==> src/rtl/control_operacion.sv <==
// Sequencing controller for the calculator's signed-magnitude arithmetic unit.
// Add/sub go through the external datapath; multiply and divide iterate here.
module control_operacion (
  input  logic        clk,
  input  logic        rst,
  input  logic        start,
  input  logic [9:0]  num1,
  input  logic [9:0]  num2,
  input  logic        sig1,
  input  logic [1:0]  oper,
  output logic [9:0]  alu_num1,
  output logic [9:0]  alu_num2,
  output logic        alu_sig1,
  output logic [1:0]  alu_oper,
  input  logic [19:0] alu_resultado,
  input  logic        alu_signo,
  output logic [19:0] resultado,
  output logic        signo_resultado,
  output logic        busy,
  output logic        done,
  output logic        error
);

  typedef enum logic [2:0] {
    S_IDLE  = 3'd0,
    S_ISSUE = 3'd1,
    S_MUL   = 3'd2,
    S_DIV   = 3'd3,
    S_DONE  = 3'd4
  } state_t;

  localparam logic [3:0] LAST_ITER = 4'd9;

  state_t state_q, state_d;

  logic [9:0]  alu_num1_q, alu_num1_d;
  logic [9:0]  alu_num2_q, alu_num2_d;
  logic        alu_sig1_q, alu_sig1_d;
  logic [1:0]  alu_oper_q, alu_oper_d;
  logic [19:0] resultado_q, resultado_d;
  logic        signo_q, signo_d;
  logic        error_q, error_d;
  logic [3:0]  cnt_q, cnt_d;
  logic [19:0] mcand_q, mcand_d;
  logic [9:0]  mplier_q, mplier_d;
  logic [19:0] acc_q, acc_d;
  logic [9:0]  dvd_q, dvd_d;
  logic [9:0]  rem_q, rem_d;
  logic [9:0]  quo_q, quo_d;

  logic        accept;
  logic        last_iter;
  logic [19:0] acc_next;
  logic [10:0] trial;
  logic        q_bit;
  logic [9:0]  rem_next;
  logic [9:0]  quo_next;

  assign accept    = (state_q == S_IDLE) && start;
  assign last_iter = (cnt_q == LAST_ITER);

  // Multiply step: multiplicand is pre-shifted each cycle, so it already
  // carries the iteration-index weight when added.
  assign acc_next = acc_q + (mplier_q[0] ? mcand_q : 20'd0);

  // Restoring divide step: bring down the next dividend bit (MSB first).
  assign trial    = {rem_q, dvd_q[9]};
  assign q_bit    = (trial >= {1'b0, alu_num2_q});
  assign rem_next = q_bit ? 10'(trial - {1'b0, alu_num2_q}) : trial[9:0];
  assign quo_next = {quo_q[8:0], q_bit};

  // State register
  always_ff @(posedge clk) begin
    if (rst) state_q <= S_IDLE;
    else     state_q <= state_d;
  end

  // Next-state logic
  always_comb begin
    state_d = state_q;
    case (state_q)
      S_IDLE: begin
        if (start) begin
          case (oper)
            2'd0, 2'd1: state_d = S_ISSUE;
            2'd2:       state_d = S_MUL;
            default:    state_d = (num2 == 10'd0) ? S_DONE : S_DIV;
          endcase
        end
      end
      S_ISSUE: state_d = S_DONE;
      S_MUL:   state_d = last_iter ? S_DONE : S_MUL;
      S_DIV:   state_d = last_iter ? S_DONE : S_DIV;
      S_DONE:  state_d = S_IDLE;
      default: state_d = S_IDLE;
    endcase
  end

  // Output logic
  always_comb begin
    busy = (state_q != S_IDLE);
    done = (state_q == S_DONE);
  end

  // Datapath next-value logic
  always_comb begin
    alu_num1_d  = alu_num1_q;
    alu_num2_d  = alu_num2_q;
    alu_sig1_d  = alu_sig1_q;
    alu_oper_d  = alu_oper_q;
    resultado_d = resultado_q;
    signo_d     = signo_q;
    error_d     = error_q;
    cnt_d       = cnt_q;
    mcand_d     = mcand_q;
    mplier_d    = mplier_q;
    acc_d       = acc_q;
    dvd_d       = dvd_q;
    rem_d       = rem_q;
    quo_d       = quo_q;

    if (accept) begin
      alu_num1_d = num1;
      alu_num2_d = num2;
      alu_sig1_d = sig1;
      alu_oper_d = oper[1] ? 2'd0 : oper;
      error_d    = 1'b0;
      cnt_d      = 4'd0;
      mcand_d    = {10'd0, num1};
      mplier_d   = num2;
      acc_d      = 20'd0;
      dvd_d      = num1;
      rem_d      = 10'd0;
      quo_d      = 10'd0;
      if (oper == 2'd3 && num2 == 10'd0) begin
        resultado_d = 20'd0;
        signo_d     = 1'b0;
        error_d     = 1'b1;
      end
    end

    case (state_q)
      S_ISSUE: begin
        resultado_d = alu_resultado;
        signo_d     = alu_signo;
      end
      S_MUL: begin
        acc_d    = acc_next;
        mcand_d  = mcand_q << 1;
        mplier_d = mplier_q >> 1;
        cnt_d    = cnt_q + 4'd1;
        if (last_iter) begin
          resultado_d = acc_next;
          signo_d     = alu_sig1_q && (acc_next != 20'd0);
        end
      end
      S_DIV: begin
        rem_d = rem_next;
        quo_d = quo_next;
        dvd_d = dvd_q << 1;
        cnt_d = cnt_q + 4'd1;
        if (last_iter) begin
          resultado_d = {rem_next, quo_next};
          signo_d     = alu_sig1_q && (quo_next != 10'd0);
        end
      end
      default: ;
    endcase
  end

  always_ff @(posedge clk) begin
    if (rst) begin
      alu_num1_q  <= '0;
      alu_num2_q  <= '0;
      alu_sig1_q  <= 1'b0;
      alu_oper_q  <= '0;
      resultado_q <= '0;
      signo_q     <= 1'b0;
      error_q     <= 1'b0;
      cnt_q       <= '0;
      mcand_q     <= '0;
      mplier_q    <= '0;
      acc_q       <= '0;
      dvd_q       <= '0;
      rem_q       <= '0;
      quo_q       <= '0;
    end else begin
      alu_num1_q  <= alu_num1_d;
      alu_num2_q  <= alu_num2_d;
      alu_sig1_q  <= alu_sig1_d;
      alu_oper_q  <= alu_oper_d;
      resultado_q <= resultado_d;
      signo_q     <= signo_d;
      error_q     <= error_d;
      cnt_q       <= cnt_d;
      mcand_q     <= mcand_d;
      mplier_q    <= mplier_d;
      acc_q       <= acc_d;
      dvd_q       <= dvd_d;
      rem_q       <= rem_d;
      quo_q       <= quo_d;
    end
  end

  assign alu_num1        = alu_num1_q;
  assign alu_num2        = alu_num2_q;
  assign alu_sig1        = alu_sig1_q;
  assign alu_oper        = alu_oper_q;
  assign resultado       = resultado_q;
  assign signo_resultado = signo_q;
  assign error           = error_q;

endmodule

==> config.mk <==
export PLATFORM = sky130hd
export DESIGN_NAME = control_operacion
export DESIGN_NICKNAME = d
export VERILOG_FILES = /design/src/rtl/control_operacion.sv
export SDC_FILE = /design/constraint.sdc
export NUM_CORES = 1
export LEC_CHECK = 0
export ABC_AREA = 1
export CELL_PAD_IN_SITES_DETAIL_PLACEMENT = 2
export CELL_PAD_IN_SITES_GLOBAL_PLACEMENT = 2
export CORE_AREA = 2 2 153 155
export DETAILED_ROUTE_END_ITERATION = 8
export DIE_AREA = 0 0 155 157
export GPL_TIMING_DRIVEN = 0
export PLACE_DENSITY_LB_ADDON = 0.1
export SLEW_MARGIN = 0
export SYNTH_ARGS = -nofsm -noshare
export SYNTH_HDL_FRONTEND = slang
export SYNTH_SLANG_ARGS = --single-unit
==> constraint.sdc <==
create_clock -name clk -period 3.85 [get_ports clk]
set_input_delay 0.5775 -clock clk [delete_from_list [all_inputs] [get_ports clk]]
set_output_delay 0.5775 -clock clk [all_outputs]
set_load 0.005 [all_outputs]
**Word-level counts from Yosys, hierarchy flattened**

Index checks and enable logic that the tools add are counted.

- Output and inout bits: 47
- Bits of input ports: 47
- Bits in registers: 131

- Equality and inequality tests: 9
- Add/sub/neg operators: 3
- Magnitude comparators: 1
- Mux-type cells: 33
- Reduce and logical (&&, ||, !) cells: 17

Operators with widths:

| operator | number |
|---|---|
| 20-bit two-way mux | 9 |
| 20-bit case mux with 3 select lines | 1 |
| 10-bit two-way mux | 5 |
| 9-bit two-way mux | 3 |
| 20-bit adder | 1 |
| 20-bit nonzero test | 1 |
| 3-bit two-way mux | 4 |
| 3-bit case mux with 4 select lines | 1 |
| 11-bit by 10-bit >= comparator with 1-bit output | 1 |
| 10-bit zero test | 1 |
| 10-bit nonzero test | 1 |
| 10-bit subtractor | 1 |
| 4-bit two-way mux | 2 |
| 2-bit OR reduction | 4 |
| 3-bit by 2-bit equality test with 1-bit output (second input constant) | 2 |
| 1-bit two-way mux | 6 |
| 3-bit case mux with 2 select lines | 1 |
| 2-bit nonzero test | 3 |
| 4-bit by 1-bit adder with 4-bit output (second input constant) | 1 |
| 2-bit equality test (second input constant) | 2 |
| 4-bit equality test (second input constant) | 1 |
| 1-bit logical AND | 4 |
| 3-bit by 1-bit equality test with 1-bit output (second input constant) | 1 |
| 3-bit equality test (second input constant) | 1 |
| 6 further kinds | 6 |

**Depth between registers and ports, before layout**

- Depth after elaboration: 6
- Gate-level depth with buffers: 22

**Least setup slack after synthesis**

Ideal clock, no wire load.

- Path type: reg2reg
- From: register mplier_q[0]
- To: register signo_q (netlist: signo_resultado)
- Buffers on the path: 1
- Stages on the path, launching flop included: 23
- Required time: 3.719 ns
- Data arrival time: 2.375 ns
- Setup slack: 1.344 ns
- Cells stage by stage: dfxtp_1 clkbuf_1 nand2_1 inv_1 ha_1 inv_1 fa_1 inv_1 nand3_1 nand3_1 nand2_1 nand2_1 nand2_1 nand2_1 nand3_1 nor2_1 nand2_1 nor2_1 nand2_1 nand2_1 nand2_1 nand2_1 a21oi_2

- Word-level cells in the longest chain between the ends: 6

RTL lines:

| element | RTL line | source |
|---|---|---|
| from (decl) | 45 | `logic [9:0] mplier_q, mplier_d;` |
| from (signal assigned) | 197 | `mplier_q <= mplier_d;` |
| 20-bit two-way mux | 64 | `assign acc_next = acc_q + (mplier_q[0] ? mcand_q : 20'd0);` |
| 20-bit adder | 64 |  |
| 20-bit nonzero test | 154 | `signo_d = alu_sig1_q && (acc_next != 20'd0);` |
| 1-bit logical AND | 154 |  |
| 1-bit two-way mux | 152 | `if (last_iter) begin` |
| 1-bit case mux with 3 select lines | 142 | `case (state_q)` |
| to (signal assigned) | 193 | `signo_q <= signo_d;` |
| to (decl) | 41 | `logic signo_q, signo_d;` |

Every way passes these cells.
A chain may end at the register's enable or synchronous reset.

**Worst setup path in the final report**

Ends and elaborated chain as after synthesis.

==> results.tsv <==
metric	value	unit
Async SR Flop Fraction	0	%
met1 Use GR	32.8	%
Inserted Clock Buffers	17	
path type of the worst setup path	register to register	
largest fanout on the critical path	10	
final design utilization	41.2	%
post-route minimum period	3480	ps
most repeated cell in the gate-level netlist after synthesis	nand2_1	
post-synthesis average cell area	6.70	sq um
hold-fix buffer count after cts	0	
CTS tree	yes	
clock slew at reported path FFs	70	ps
pwr/cell area	516	nW/um^2
via count of the first global-routing pass	8590	
cell area after placement	8680	sq um
GRT met3 Usage	3.36	%
post-CTS resize count	0	
Die Wd	155	um
VDD IR-drop max	0.235	mV
cell count after synthesis	1104	
post-synth top area cell	dfxtp_1	
post-place setup slack	379	ps
worst setup margin	373	ps
total core area	22500	sq um
number of DRC markers after the initial detailed-route iteration	278	
RD Place Congestion	0.868	
clock sink total	130	
sequential-to-total area share from yosys stat	35.2	%
CTS max path bufs	2	
tightest hold margin	464	ps
fraction of final layout cells with drive strength greater than 1	8.88	%
Final period util	90.3	%
number of warnings printed during yosys synthesis	0	
wire length of the first global-routing pass	47500	um
Static Leakage	4.11	nW
design area	9260	sq um
die footprint	24300	sq um
setup violators final	0	
area of the mapped netlist	7400	sq um
startpoint type of the worst setup path	register	
overall power of the completed layout	4.78	mW
number of iterations in the first detailed-routing pass	6	
deepest level of the CTS H-tree	4	
non-filler cells, final	1513	
total length of routed wires	30500	um
final routed wire length divided by cell count	20.2	um
signed area change from the synthesized netlist to the final layout	25.2	%
total vias in the final route	7834	
die outline height	157	um
Initial Utilization	32.9	%
synthesis-stage register bit count	130	
unrepaired setup endpoints after global routing	false	
Avg Vias per Cell	5.18	
remaining global-route overflow	0	
data arrival time of the critical path	3770	ps
total global routing track utilization	25.6	%
leading post-synthesis cells by cell area	dfxtp_1, nand2_1, a21oi_1	
Primary FF master, synth	dfxtp_1	
worst-margin pin slew	840	ps
Sum Neg Setup Slack	0	ps
result of the run	finished, final reports clean	
class of the tightest hold or removal check	register to register	
number of antenna violations at the first check in global routing	0	
number of setup buffers added after CTS	0	
number of enable-type register cells in the synthesized netlist	0	
critical path endpoint category	register	
Total Nets Final	1295	
Root Driver	clkbuf_16	
top cells by instance count after synthesis	nand2_1, dfxtp_1, a21oi_1, inv_1, nand3_1	
busiest layer in global routing	met2	
reported max-cap violation count	0	
buffers added on ports	92	
number of rows in the core area	55	
total count of hold-check failures in the final report	0	
number of distinct library cells after synthesis	46	
net count after synthesis	1184	
clock skew	8.33	ps
antenna diode count	0	
pin count of the biggest net entering global routing	17	
met2 Usage GRT	46.3	%
Max Transition Viols Final	0	
dpl cells	1481	
fmax	0.288	GHz
number of top-level pins	94	
area fraction of the dominant cell type after synthesis	35.2	%
hpwl dp	24100	um
DR DRC count	0	
residual antenna-violating net count after detailed routing	0	
clock latency on the worst-skew pair	440	ps
required time of the worst setup path	4150	ps
headroom to the max-slew limit	44.0	%
-- placed cells by master (no fill, tap or decap), types with 5 or more instances in the layout --
cell,synthesis,layout
a21oi_1,127,127
a21oi_2,7,7
a31oi_1,25,25
buf_2,12,12
buf_4,11,11
clkbuf_1,18,18
clkbuf_16,0,17
clkdlybuf4s50_1,0,92
dfxtp_1,130,130
ha_1,31,31
inv_1,116,116
inv_2,13,13
inv_6,0,6
nand2_1,376,376
nand2_2,8,8
nand3_1,52,52
nand3_2,5,5
nand3b_1,8,8
nand4_1,5,5
nor2_1,42,42
nor2_2,8,8
nor3_1,9,9
nor4_1,5,5
o211ai_1,9,9
o21ai_0,25,25
o21ai_1,13,13
o221ai_1,5,5
xnor2_1,6,6
xor2_1,5,5
-- worst paths after layout --
| check | slack, ps | startpoint | cells after the start | end |
|---|---|---|---|---|
| max | 370 | mplier_q[0] | 22 | signo_resultado |
| min | 460 | alu_num1[2] | 2 | alu_num1[2] |
| max reg2reg | 370 | mplier_q[0] | 22 | signo_resultado |
| min reg2reg | 460 | alu_num1[2] | 2 | alu_num1[2] |
-- sequential cells by signal, indices dropped and copies added (netlist names), 3 cells and up --
register and cells:
cnt_q 4, dvd_q 10, quo_q 9, acc_q 20
alu_num2 10, mplier_q 10, state_q 3, resultado 20
mcand_q 20, alu_num1 10, rem_q 10
-- final cells by class --
cell class | count | area (sq um)
buffer | 46 | 251
clock buffer | 17 | 425
clock inverter | 15 | 163
fill | 2738 | 13200
inverter | 129 | 484
multi-input combinational | 799 | 4060
sequential | 130 | 2600
tap | 285 | 357
timing repair buffer | 92 | 921
-- critical path, cell delays in order (launching register included) --
cell,delay (ps)
dfxtp_1,360
clkbuf_1,380
nand2_1,90
inv_1,90
ha_1,220
inv_1,70
fa_1,410
inv_1,160
nand3_1,100
nand3_1,150
nand2_1,100
nand2_1,120
nand2_1,80
nand2_1,150
nand3_1,90
nor2_1,180
nand2_1,80
nor2_1,130
nand2_1,70
nand2_1,80
nand2_1,50
nand2_1,90
a21oi_2,50
-- per-layer routing --
layer | up-vias | share of wire (%)
met5 | - | 0
met4 | 0 | 0.73
met3 | 18 | 3.3
met2 | 121 | 50
met1 | 3874 | 46
li1 | 3821 | -
-- report_power, final --
group | switching, mW | total [mW] | internal, mW | leakage, nW
clock network | 0.746 | 1.67 | 0.922 | 0.291
logic | 0.957 | 1.52 | 0.565 | 2.76
registers | 0.109 | 1.60 | 1.49 | 1.06
total | 1.81 | 4.78 | 2.97 | 4.11
-- cells by family after synthesis --
| logic type | Yosys count | share of synthesized area, % |
|---|---|---|
| compound gates | 229 | 17.7 |
| xor+xnor | 11 | 1.30 |
| fa+ha+maj | 33 | 5.78 |
| buf+inv | 175 | 9.94 |
| flops | 130 | 35.2 |
| other cells | 1 | 0.0507 |
| simple gates | 525 | 30.0 |
No activity file was read; power rests on OpenSTA's default activity.
